[config.mk]
export PLATFORM = sky130hd
export DESIGN_NAME = bus_region_router
export DESIGN_NICKNAME = d
export VERILOG_FILES = /design/src/rtl/bus_region_router.sv
export SDC_FILE = /design/constraint.sdc
export NUM_CORES = 1
export LEC_CHECK = 0
export BUFFER_PORTS_ARGS = -buffer_cell sky130_fd_sc_hd__buf_2
export CORE_MARGIN = 2
export CORE_UTILIZATION = 48
export DETAILED_ROUTE_END_ITERATION = 8
export GPL_TIMING_DRIVEN = 0
export PLACE_DENSITY = 0.83
export SLEW_MARGIN = 20
export SYNTH_ARGS = -nofsm -noshare
export SYNTH_HDL_FRONTEND = slang
export SYNTH_SLANG_ARGS = --single-unit
[constraint.sdc]
create_clock -name i_clk -period 3.45 [get_ports i_clk]
set_input_delay 0.345 -clock i_clk [delete_from_list [all_inputs] [get_ports i_clk]]
set_output_delay 0.345 -clock i_clk [all_outputs]
set_load 0.01 [all_outputs]
[src/rtl/bus_region_router.sv]
// bus_region_router: single-outstanding region router with one-hot target strobes.
// Define ROUTER_TIMEOUT_EN to add the stalled-target timeout error path.
module bus_region_router #(
    parameter int DATA_W  = 16,
    parameter int TIMEOUT = 15
) (
    input  logic              i_clk,
    input  logic              i_rst,
    input  logic              i_req_valid,
    output logic              o_req_ready,
    input  logic [15:0]       i_req_addr,
    input  logic              i_req_we,
    input  logic [DATA_W-1:0] i_req_wdata,
    output logic              o_tgt_valid,
    output logic [7:0]        o_tgt_sel,
    output logic [11:0]       o_tgt_addr,
    output logic              o_tgt_we,
    output logic [DATA_W-1:0] o_tgt_wdata,
    input  logic              i_tgt_ack,
    input  logic [DATA_W-1:0] i_tgt_rdata,
    output logic              o_rsp_valid,
    output logic              o_rsp_err,
    output logic [DATA_W-1:0] o_rsp_rdata,
    output logic [2:0]        o_rsp_region
);

    typedef enum logic [1:0] {
        ST_IDLE,
        ST_BUS,
        ST_RESP
    } state_t;

    localparam logic [2:0] REG_UNMAPPED = 3'd4;

    state_t              r_state;
    logic                r_req_ready;
    logic [2:0]          r_region;
    logic                r_tgt_valid;
    logic [7:0]          r_tgt_sel;
    logic [11:0]         r_tgt_addr;
    logic                r_tgt_we;
    logic [DATA_W-1:0]   r_tgt_wdata;
    logic                r_rsp_valid;
    logic                r_rsp_err;
    logic [DATA_W-1:0]   r_rsp_rdata;
    logic [2:0]          r_rsp_region;

    logic [2:0]          w_region;
    logic                w_expired;

    always_comb begin
        unique case (i_req_addr[15:12])
            4'h0:    w_region = 3'd0;
            4'h1:    w_region = 3'd1;
            4'h2:    w_region = 3'd2;
            4'h3:    w_region = 3'd3;
            4'hF:    w_region = 3'd7;
            default: w_region = REG_UNMAPPED;
        endcase
    end

`ifdef ROUTER_TIMEOUT_EN
    localparam int CNT_W = (TIMEOUT < 2) ? 1 : $clog2(TIMEOUT + 1);
    localparam logic [CNT_W-1:0] CNT_MAX = CNT_W'(TIMEOUT);

    logic [CNT_W-1:0] r_cnt;

    assign w_expired = (r_cnt == CNT_MAX);

    // Held at zero outside BUS, so every BUS entry starts a fresh count.
    always_ff @(posedge i_clk) begin
        if (i_rst || (r_state != ST_BUS)) begin
            r_cnt <= '0;
        end else if (!i_tgt_ack && !w_expired) begin
            r_cnt <= r_cnt + 1'b1;
        end
    end
`else
    assign w_expired = 1'b0;
`endif

    always_ff @(posedge i_clk) begin
        if (i_rst) begin
            r_state      <= ST_IDLE;
            r_req_ready  <= 1'b1;
            r_region     <= '0;
            r_tgt_valid  <= 1'b0;
            r_tgt_sel    <= '0;
            r_tgt_addr   <= '0;
            r_tgt_we     <= 1'b0;
            r_tgt_wdata  <= '0;
            r_rsp_valid  <= 1'b0;
            r_rsp_err    <= 1'b0;
            r_rsp_rdata  <= '0;
            r_rsp_region <= '0;
        end else begin
            unique case (r_state)
                ST_IDLE: begin
                    if (i_req_valid) begin
                        r_req_ready <= 1'b0;
                        r_region    <= w_region;
                        r_tgt_addr  <= i_req_addr[11:0];
                        r_tgt_we    <= i_req_we;
                        r_tgt_wdata <= i_req_wdata;
                        if (w_region == REG_UNMAPPED) begin
                            r_state      <= ST_RESP;
                            r_rsp_valid  <= 1'b1;
                            r_rsp_err    <= 1'b1;
                            r_rsp_rdata  <= '0;
                            r_rsp_region <= w_region;
                        end else begin
                            r_state     <= ST_BUS;
                            r_tgt_valid <= 1'b1;
                            r_tgt_sel   <= 8'(1) << w_region;
                        end
                    end
                end
                ST_BUS: begin
                    if (i_tgt_ack || w_expired) begin
                        r_state      <= ST_RESP;
                        r_tgt_valid  <= 1'b0;
                        r_tgt_sel    <= '0;
                        r_rsp_valid  <= 1'b1;
                        r_rsp_region <= r_region;
                        // An ack on the expiry edge still wins.
                        r_rsp_err    <= !i_tgt_ack;
                        if (i_tgt_ack && !r_tgt_we) begin
                            r_rsp_rdata <= i_tgt_rdata;
                        end else begin
                            r_rsp_rdata <= '0;
                        end
                    end
                end
                ST_RESP: begin
                    r_state     <= ST_IDLE;
                    r_rsp_valid <= 1'b0;
                    r_req_ready <= 1'b1;
                end
                default: begin
                    r_state     <= ST_IDLE;
                    r_req_ready <= 1'b1;
                    r_tgt_valid <= 1'b0;
                    r_tgt_sel   <= '0;
                    r_rsp_valid <= 1'b0;
                end
            endcase
        end
    end

    assign o_req_ready  = r_req_ready;
    assign o_tgt_valid  = r_tgt_valid;
    assign o_tgt_sel    = r_tgt_sel;
    assign o_tgt_addr   = r_tgt_addr;
    assign o_tgt_we     = r_tgt_we;
    assign o_tgt_wdata  = r_tgt_wdata;
    assign o_rsp_valid  = r_rsp_valid;
    assign o_rsp_err    = r_rsp_err;
    assign o_rsp_rdata  = r_rsp_rdata;
    assign o_rsp_region = r_rsp_region;

endmodule

==> results.cfg <==
[timing]
hold_slack_ns = 0.231
setup_tns_ns = 0
skew_ns = 0.00436
max_slew_margin_pct = 53.8
finalHoldViolCount = 0
drv_slew = 0
setup_violations = 0
rsz0062_at_grt = false
tightest_slew_ns = 0.692
period_needed_ns = 1.80
max_freq_mhz = 554
period_share_pct = 52.3

[setup_path]
crit_fanout = 10
startpoint = r_state[0]
max_stage_delay_ns = 0.63
worstSetupPathType = reg -> reg
r2r_start = r_state[0]
crit_chain = nand2b_1, nor4b_2, buf_2, a22o_1
worstPathRequired_ns = 3.73
slowest_stage = nor4b_2
worstPathArrival_ns = 2.09
crit_path_end_kind = register
cp-start-kind = register

[pwr]
power.density_mw_per_mm2 = 510
ir_worst_vdd_uv = 385
p_leak_nw = 1.51

[drt]
via_per_inst = 5.01
wire_per_inst_um = 12.5
wl_mm = 5.33
first_iter_violations = 74
drtPass1Iterations = 6
drt_drc_violations_left = 0
vias = 2144
final_antenna_net_count = 0

[yosys]
synth_edf_count = 0
synth_largest_area_cell = dfxtp_1
synth_area_mm2 = 0.00227
syn_inst = 246
async_flop_share_pct = 0
avgSynthCellArea_um2 = 9.22
yosysTopAreaCellShare_pct = 57.4
ys_warn_count = 0
synth_fp_nets = 299
ys_types = 35
synthTopCellsByArea = dfxtp_1, nand2_1, a21oi_1, a22o_1, a32o_1
synth_seq_area_share_pct = 57.4
synth-seq-cells = 65
ys.flop_type = dfxtp_1

[die]
die_h_um = 72.7
initial_core_util_pct = 49.0
floorplan.core_area_mm2 = 0.00463
dieArea_mm2 = 0.00529
die_w_um = 72.7
row_count = 25
io_pins = 113

[cts]
root_buffer = clkbuf_8
cts_sinks = 65
post-cts-setup-buffers = 0
postCtsHoldBufs = 0
numCtsBuffers = 9
cts_tree = done
postCtsResizedCells = 0
clockBufferDepth = 2
clk_pin_slew_ns = 0.07
insertion_delay_ns = 0.33
cts_max_level = 3

[global_route]
grt_pass1_vias = 1921
grtUsageMet2_pct = 32.9
antenna_found_initial = 0
grt_pass1_wl_mm = 8.33
grt_max_degree = 12
track_usage_pct = 20.5
grt_remaining_overflow = 0
grt_util_met3_pct = 7.04
grt_use_met1_pct = 24.0
globalRoute.busiestLayer = met2

[final_layout]
area_growth_pct = 35.7
layout.nets = 422
layout-drive-gt1-share_pct = 37.4
antenna_cells = 0

[hold_path]
hp-start = i_tgt_rdata[3]
hold_path_class = in -> reg

[status]
status = completed

[placed_design]
dp_hpwl_mm = 3.92
port_buffers = 112
gp_congestion = 0.850

[flow_run]
cap_violations = 0
per-layer routing:
| metal | part of all wire [%] | wire length, um |
|---|---|---|
| met4 | 1.7 | 90 |
| met2 | 46 | 2460 |
| met5 | 0 | 0 |
| met3 | 9.0 | 482 |
| met1 | 43 | 2300 |
stage by stage:
step	utilization (%)	instances	power [mW]	instance area [um2]	worst slack, ns
5_1_grt	66.5	428	1.64	3080	1.47
4_1_cts	66.5	428	1.59	3080	1.63
6_report	66.5	428	1.57	3080	1.65
2_1_floorplan	-	246	0.926	2270	1.92
3_5_place_dp	62.6	412	1.01	2900	1.65
3_3_place_gp	62.6	412	1.01	2900	1.70
where the power goes:
part           leakage [nW]  internal, mW  switching, mW
sequential            0.531         0.786         0.0178
combinational         0.887        0.0816          0.111
clock                0.0911         0.295          0.278
total                  1.51          1.16          0.406
kinds of logic after synthesis:
logic type             synth area share, %
flip-flops                            57.4
AO/OA/AOI/OAI                         19.7
multiplexers                         0.938
AND/OR/NAND/NOR                       18.1
buffers and inverters                 3.86
cell type report:
class / instances / area [um2]
clock buffers: 11 / 151
clock inverters: 5 / 30.0
repair buffers: 112 / 561
fillers: 389 / 1550
multi-input cells: 163 / 880
plain buffers: 14 / 72.6
well taps: 54 / 67.6
flip-flops and latches: 65 / 1300
inverters: 4 / 15.0
sequential cells by signal, summed over array words and instances, names as in the netlist:
name          flops
o_rsp_rdata      16
o_tgt_wdata      16
o_tgt_addr       12
o_tgt_sel         8
o_rsp_region      3
r_region          3
r_state           2
o_req_ready       1
o_rsp_err         1
o_rsp_valid       1
o_tgt_valid       1
o_tgt_we          1
cells in the final DEF (no fill, tap or decap), types with 4 or more instances in the layout:
cell type and count:
a22o_1 16, nand2_1 68, buf_2 116, nand3_1 4, clkbuf_8 11, a21oi_1 33
nor2_1 6, and2_1 4, dfxtp_1 65, clkbuf_1 8, nor3_1 4
worst paths after layout:
path	cells after the start	end	slack (ns)
setup reg to reg	4	o_rsp_rdata[11]	1.65
setup / recovery	4	o_rsp_rdata[11]	1.65
hold reg to reg	2	o_tgt_wdata[12]	0.45
hold / removal	2	o_rsp_rdata[3]	0.23
cell usage after synthesis (2+ instances only):
master,instances
nand2_1,68
dfxtp_1,65
a21oi_1,33
a22o_1,16
clkbuf_1,8
nor2_1,6
and2_1,4
buf_2,4
nand3_1,4
nor3_1,4
a32o_1,3
inv_1,3
o21ai_0,3
buf_6,2
nand4_1,2
o22ai_1,2
critical path: cells and delay by family (launching register included):
kind / cells / cell delay [ns]
AND/OR/NAND/NOR: 2 / 0.82
flip-flops: 1 / 0.42
AO/OA/AOI/OAI: 1 / 0.17
buffers and inverters: 1 / 0.34
Power figures use the tool's default switching activity.
